### src/rtl/mv_layer_sequencer.sv
// Purpose: steps a matrix-vector engine through up to MAX_LAYERS layers, flipping the x/y ping-pong buffer between layers.
// Latency: go sampled at edge t raises mv_start from t+1; mv_done seen at edge u drops it from u+1; gap between layers is 1 cycle plus the engine's done-clear time.
// Backpressure: level handshake with the engine; a per-phase watchdog bounds each RUN/REL wait, and abort ends the run early.
module mv_layer_sequencer #(
  parameter int MAX_LAYERS = 4,
  parameter int LOG_MAX    = 2,
  parameter int TIMEOUT_W  = 20
) (
  input  logic               clk,
  input  logic               reset,
  input  logic [31:0]        ps_control,
  input  logic [LOG_MAX:0]   cfg_num_layers,
  output logic [31:0]        pl_status,
  output logic               mv_start,
  input  logic               mv_done,
  output logic               buf_sel,
  output logic [LOG_MAX-1:0] layer_idx
);

  typedef enum logic [2:0] {
    S_IDLE,
    S_RUN,
    S_REL,
    S_NEXT,
    S_DONE,
    S_ERR,
    S_ABORT
  } state_t;

  localparam logic [LOG_MAX:0]   MAX_N    = (LOG_MAX+1)'(MAX_LAYERS);
  localparam logic [TIMEOUT_W-1:0] WD_LIMIT = '1;

  state_t               state;
  logic [LOG_MAX-1:0]   layer_q;
  logic [LOG_MAX:0]     num_q;
  logic                 buf_q;
  logic [TIMEOUT_W-1:0] wd_q;
  logic                 timeout_q;
  logic                 aborted_q;

  logic                 go;
  logic                 abort_req;
  logic [LOG_MAX:0]     n_clamped;
  logic [TIMEOUT_W-1:0] wd_inc;
  logic                 wd_expire;
  logic                 last_hit;
  logic                 busy;
  logic                 unused_ctrl;

  assign go          = ps_control[0];
  assign abort_req   = ps_control[1];
  assign unused_ctrl = ^ps_control[31:2];

  // Layer count clamp, watchdog expiry and last-layer detection
  always_comb begin
    n_clamped = (cfg_num_layers > MAX_N) ? MAX_N : cfg_num_layers;
    wd_inc    = wd_q + TIMEOUT_W'(1);
    wd_expire = (wd_inc == WD_LIMIT);
    last_hit  = ({1'b0, layer_q} == (num_q - (LOG_MAX+1)'(1)));
    busy      = (state == S_RUN) || (state == S_REL) || (state == S_NEXT);
  end

  // Output decode straight from registered state; no extra pipeline stage
  always_comb begin
    mv_start  = (state == S_RUN);
    buf_sel   = buf_q;
    layer_idx = layer_q;
    pl_status = {16'h0000, {(8-LOG_MAX){1'b0}}, layer_q, 4'h0,
                 aborted_q, timeout_q, busy, (state == S_DONE)};
  end

  // Sequencer: abort beats timeout, timeout beats an engine handshake edge
  always_ff @(posedge clk) begin
    if (reset) begin
      state     <= S_IDLE;
      layer_q   <= '0;
      num_q     <= '0;
      buf_q     <= 1'b0;
      wd_q      <= '0;
      timeout_q <= 1'b0;
      aborted_q <= 1'b0;
    end else begin
      unique case (state)
        S_IDLE: begin
          if (go) begin
            timeout_q <= 1'b0;
            aborted_q <= 1'b0;
            if (n_clamped == '0) begin
              state <= S_DONE;
            end else begin
              num_q   <= n_clamped;
              layer_q <= '0;
              buf_q   <= 1'b0;
              wd_q    <= '0;
              state   <= S_RUN;
            end
          end
        end
        S_RUN: begin
          if (abort_req) begin
            aborted_q <= 1'b1;
            state     <= S_ABORT;
          end else if (wd_expire) begin
            timeout_q <= 1'b1;
            state     <= S_ERR;
          end else if (mv_done) begin
            wd_q  <= '0;
            state <= S_REL;
          end else begin
            wd_q <= wd_inc;
          end
        end
        S_REL: begin
          if (abort_req) begin
            aborted_q <= 1'b1;
            state     <= S_ABORT;
          end else if (wd_expire) begin
            timeout_q <= 1'b1;
            state     <= S_ERR;
          end else if (!mv_done) begin
            state <= S_NEXT;
          end else begin
            wd_q <= wd_inc;
          end
        end
        S_NEXT: begin
          if (abort_req) begin
            aborted_q <= 1'b1;
            state     <= S_ABORT;
          end else if (last_hit) begin
            state <= S_DONE;
          end else begin
            layer_q <= layer_q + LOG_MAX'(1);
            buf_q   <= ~buf_q;
            wd_q    <= '0;
            state   <= S_RUN;
          end
        end
        S_DONE: begin
          if (!go) state <= S_IDLE;
        end
        S_ERR, S_ABORT: begin
          if (!mv_done && !go) state <= S_IDLE;
        end
        default: state <= S_IDLE;
      endcase
    end
  end

endmodule

### config.mk
export PLATFORM = sky130hd
export DESIGN_NAME = mv_layer_sequencer
export DESIGN_NICKNAME = d
export VERILOG_FILES = /design/src/rtl/mv_layer_sequencer.sv
export SDC_FILE = /design/constraint.sdc
export NUM_CORES = 1
export LEC_CHECK = 0
export ABC_AREA = 0
export BUFFER_PORTS_ARGS = -buffer_cell sky130_fd_sc_hd__buf_2
export CORE_MARGIN = 5
export CORE_UTILIZATION = 32
export DETAILED_ROUTE_END_ITERATION = 10
export GPL_TIMING_DRIVEN = 0
export HOLD_SLACK_MARGIN = 0.03
export SLEW_MARGIN = 20
export SYNTH_ARGS = -nofsm -noshare
export SYNTH_HDL_FRONTEND = slang
export SYNTH_SLANG_ARGS = --single-unit
### constraint.sdc
create_clock -name clk -period 3.3 [get_ports clk]
set_input_delay 0.66 -clock clk [delete_from_list [all_inputs] [get_ports clk]]
set_output_delay 0.66 -clock clk [all_outputs]
set_load 0.03 [all_outputs]
Word-level counts from Yosys, hierarchy flattened

Cells that the tools add are included.

Memories kept: 0
Memory bits (read-only): 0
Bits in latches: 0
Word-level logic and storage cells: 98
Input port bits: 38
Register bits: 31
Output and inout bits: 36
RAM bits: 0

$mul: 0
Reduce and logical (&&, ||, !) cells: 20
Shift-type cells: 0
Muxes and demuxes: 41
Add/sub/neg operators: 3
Order comparisons: 1
Bitwise operators: 2
Eq/ne operators: 24
Div/mod/pow operators: 0

Operator list:

| cell                                                                    | count |
|---|---|
| 20-bit 2-to-1 mux                                                       | 10 |
| 20-bit one-hot mux with 4 select lines                                  | 1 |
| 3-bit 2-to-1 mux                                                        | 13 |
| 2-bit inequality test, second input constant                            | 12 |
| 20-bit by 1-bit adder with 20-bit output, second input constant         | 1 |
| 20-bit == test, second input constant                                   | 1 |
| 3-bit one-hot mux with 6 select lines                                   | 1 |
| 10-bit AND reduction                                                    | 1 |
| 5-bit AND reduction                                                     | 2 |
| 3-bit == test, second input constant                                    | 3 |
| 1-bit 2-to-1 mux                                                        | 8 |
| 2-bit 2-to-1 mux                                                        | 4 |
| 3-bit by 2-bit == test with 1-bit output, second input constant         | 2 |
| 3-bit zero test                                                         | 2 |
| 1-bit one-hot mux with 2 select lines                                   | 3 |
| 3-bit AND reduction                                                     | 2 |
| 2-bit nonzero test                                                      | 3 |
| 2-bit by 1-bit inequality test with 1-bit output, second input constant | 2 |
| 4-bit by 2-bit inequality test with 1-bit output, second input constant | 1 |
| 4-bit inequality test, second input constant                            | 1 |
| 2-bit one-hot mux with 2 select lines                                   | 1 |
| 4-bit AND reduction                                                     | 1 |
| 4-bit nonzero test                                                      | 1 |
| 2-bit OR reduction                                                      | 2 |
| 10 further kinds                                                        | 13 |

Depth between registers and ports, before layout

Depth after elaboration: 6
Mapped depth: 10
Depth with buffers taken out: 9

Least setup slack after synthesis

No wires, ideal clock.

Kind: input-to-reg
Start point: in ps_control[0]
End point: reg wd_q[8]
Buffers on the path: 2
Slack: 714 ps
Stages on the path: 9
Data arrival time: 2,528 ps
Library setup time: 58 ps
Cell sequence: clkbuf_1 -> o31ai_1 -> a21oi_1 -> o21ai_1 -> or3_1 -> a21o_1 -> clkbuf_1 -> o41ai_1 -> a21o_1

Cells in the longest elaborated chain, start to end: 2

Ends and longest elaborated chain:

| element                         | line | source |
|---|---|---|
| start: declaration              | 11   | `input logic [31:0] ps_control,` |
| 2-bit inequality test (no line) | -    |  |
| 10-bit AND reduction (no line)  | -    |  |
| end signal: assignment          | 110  | `wd_q <= wd_inc;` |
| end signal: assignment          | 123  | `wd_q <= wd_inc;` |
| end: declaration                | 37   | `logic [TIMEOUT_W-1:0] wd_q;` |

No other way between the ends.
A chain may end at the register's enable or synchronous reset.

Worst setup path after layout

Start point: reg num_q[0]
End point: reg wd_q[8]

Cells in the longest elaborated chain, start to end: 4

Ends and longest elaborated chain:

| element                                     | line | source |
|---|---|---|
| start: declaration                          | 35   | `logic [LOG_MAX:0] num_q;` |
| start signal: assignment                    | 91   | `num_q <= n_clamped;` |
| 3-bit by 1-bit subtractor with 3-bit output | 59   | `last_hit = ({1'b0, layer_q} == (num_q - (LOG_MAX+1)'(1)));` |
| 2-bit by 3-bit == test with 1-bit output    | 59   |  |
| 2-bit inequality test (no line)             | -    |  |
| 10-bit AND reduction (no line)              | -    |  |

No other way between the ends.

==> results.cfg <==
[finish]
fillers = 815
diodes = 0
area_growth_pct = 16.7
drive_gt1_frac = 0.184
nNetsFinal = 417
final_cells = 478

[route]
vias = 2434
drtIter0Drc = 138
remaining_drc_errors = 0
via_per_inst = 5.09
ant_nets = 0
drt_wl_total_um = 6330
drtPass1Iterations = 4
avgRoutedWirePerCell_um = 13.2

[grt]
grt_pass1_wl_um = 10400
grtUsageMet2 = 0.209
grt_max_degree = 11
gr-usage-all-layers = 0.130
antenna_found_initial = 0
grt_pass1_vias = 2194
use_met3 = 0.0314
grt-busiest-layer = met2
use_met1 = 0.169
globalRoute.totalOverflow = 0

[timing]
fmax_mhz = 333
drv_slew = 0
min_period_ns = 3.00
timing.hold.ws_ns = 0.480
final-hold-violation-count = 0
grt_setup_unrepaired = false
skew_ns = 0.0117
layout_setup_ws_ns = 0.300
max_slew_margin = 0.526
worst_pin_slew_ns = 0.706
setup_tns_ns = 0
period_share = 0.909
setup_viol = 0

[clock_network]
clock-root-buffer = clkbuf_8
cts_max_path_buffers = 2
cts_setup_buffers = 0
htreeDepth = 2
path_clk_slew_ns = 0.08
cts_tree = built
clock_sinks = 31
clkLatencyLatePin_ns = 0.30
cts_made_buffers = 5
cts-hold-fix-buffers = 0
cts-resized-gates = 0

[synth]
dominantRegCellSynth = dfxtp_1
async_flop_share = 0
synth_seq_cells = 31
yosys.area_share.adder = 0.0203
seq_area_frac_synth = 0.251
synth-edff-count = 0
synth-compound-area-share = 0.256
syn_avg_cell_area_sq_um = 7.51
yosys_warnings = 0
yosys.area_share.simple = 0.269
synth_top_family_by_area = simple AND/OR/NAND/NOR gates
synthMuxAreaShare = 0.0177
ys_types = 59
netlist_area_sq_um = 2470
syn_inst = 329
synth-xor-area-share = 0.0355

[worst_setup_path]
path_class = flip-flop to flip-flop
crit_fanout = 10
required_ns = 3.53
cp-start-kind = flip-flop
cp_data_arrival_time_ns = 3.23
critical_path.endpoint_type = flip-flop

[placed_design]
io_buffer_count = 14
pre_cts_ws_ns = 0.0985
placed_cells = 470
gp_congestion = 0.861
dp_hpwl_um = 4630

[job]
maxCapViolations = 0

[floorplan]
start_util = 0.325
die_h_um = 97.9
core_area_sq_um = 7610
die-area_sq_um = 9580
std_cell_rows = 32
pin_count = 74
chipWidth_um = 97.9

[pwr]
power.leakage_uw = 0.00119
power.density_nw_per_um2 = 588
p_total_uw = 1700
peakVddDrop_mv = 0.260

[run_status]
outcome = completed

[min_path]
hold_path.class = flip-flop to flip-flop
## final cells by class
cell class,count,area (sq um),area share
plain buffers,51,329,0.114
clock buffers,6,82.6,0.0286
clock inverters,2,35.0,0.0122
inverters,10,37.5,0.0130
multi-input cells,262,1580,0.548
flip-flops and latches,31,621,0.215
well taps,102,128,0.0443
repair buffers,14,70.1,0.0243
## metrics by stage
| stage | area, sq um | utilization |
|---|---|---|
| CTS | 2880 | 0.378 |
| global route | 2880 | 0.379 |
| global placement | 2760 | 0.363 |
| floorplan | 2560 | - |
| detailed placement | 2760 | 0.363 |
| finish | 2880 | 0.379 |
## sequential cells by signal (all words and copies together), names as in the netlist
register	flops
timeout_q	1
aborted_q	1
buf_sel	1
wd_q	20
layer_idx	2
state	3
num_q	3
## report_power, final
part / switching, uW / internal [uW]
clock network: 160 / 244
logic: 532 / 277
registers: 56.8 / 425
## kinds of logic after synthesis
group                      Yosys count
and+or+nand+nor                    123
AOI/OAI and AO/OA                   95
buffers and inverters               61
DFF                                 31
xor gates and xnor gates            10
adders and majority gates            4
muxes                                4
other                                1
## path summary, 6_finish.rpt
path / depth (start not counted) / end / slack [ns] / start
min reg2reg: 2 / num_q[1] / 0.48 / num_q[1]
max: 10 / wd_q[8] / 0.30 / num_q[0]
max reg2reg: 10 / wd_q[8] / 0.30 / num_q[0]
min: 2 / num_q[1] / 0.48 / num_q[1]
## cells in the final DEF (no fill, tap or decap), drive strengths merged, types with 7 or more instances in the layout
cell type	synthesis	routed
nand2	26	26
inv	10	10
nand3	16	16
nor3	11	11
nor4	7	7
a21oi	19	19
o21ai	27	27
xor2	7	7
nor2	21	21
dfxtp	31	31
buf	38	52
or3	10	10
clkbuf	13	19
o22a	7	7
conb	1	26
## synth_stat cells (all sizes together) (2+ instances only)
| cell | instances | area, sq um |
|---|---|---|
| nor3b | 4 | 30.0 |
| clkbuf | 13 | 50.0 |
| a22oi | 2 | 15.0 |
| xnor2 | 3 | 26.3 |
| nand4 | 5 | 31.3 |
| inv | 10 | 37.5 |
| nand3b | 4 | 30.0 |
| a2bb2oi | 2 | 17.5 |
| or3 | 10 | 67.6 |
| a211oi | 3 | 22.5 |
| and3 | 3 | 18.8 |
| a21oi | 19 | 95.1 |
| nor2b | 6 | 37.5 |
| o31a | 5 | 43.8 |
| o22a | 7 | 61.3 |
| nand3 | 16 | 80.1 |
| o41ai | 2 | 17.5 |
| a21boi | 3 | 22.5 |
| or4 | 2 | 18.8 |
| nor4 | 7 | 43.8 |
| a31oi | 3 | 18.8 |
| a32o | 2 | 20.0 |
| o2bb2ai | 2 | 17.5 |
| mux2 | 3 | 33.8 |
| dfxtp | 31 | 621 |
| nor2 | 21 | 78.8 |
| xor2 | 7 | 61.3 |
| nand2 | 26 | 97.6 |
| o21ai | 27 | 135 |
| ha | 4 | 50.1 |
| buf | 38 | 279 |
| o21a | 2 | 15.0 |
| and2 | 2 | 12.5 |
| a21o | 6 | 45.0 |
| o31ai | 2 | 15.0 |
| nor3 | 11 | 66.3 |
## metal layers
metal,vias up,wire length [um]
met5,-,0
met4,0,76
met3,9,403
met2,69,2990
met1,1122,2860
li1,1234,-
## critical path, cell delays in order (launching register included)
cell and delay, ns:
dfxtp_1 0.37, inv_1 0.06, ha_1 0.29, xor2_1 0.16, a31oi_1 0.31, o21ai_2 0.21
or3_1 0.47, a21o_1 0.32, clkbuf_1 0.31, o41ai_1 0.32, a21o_1 0.12
(Power assumes the default switching activity.)
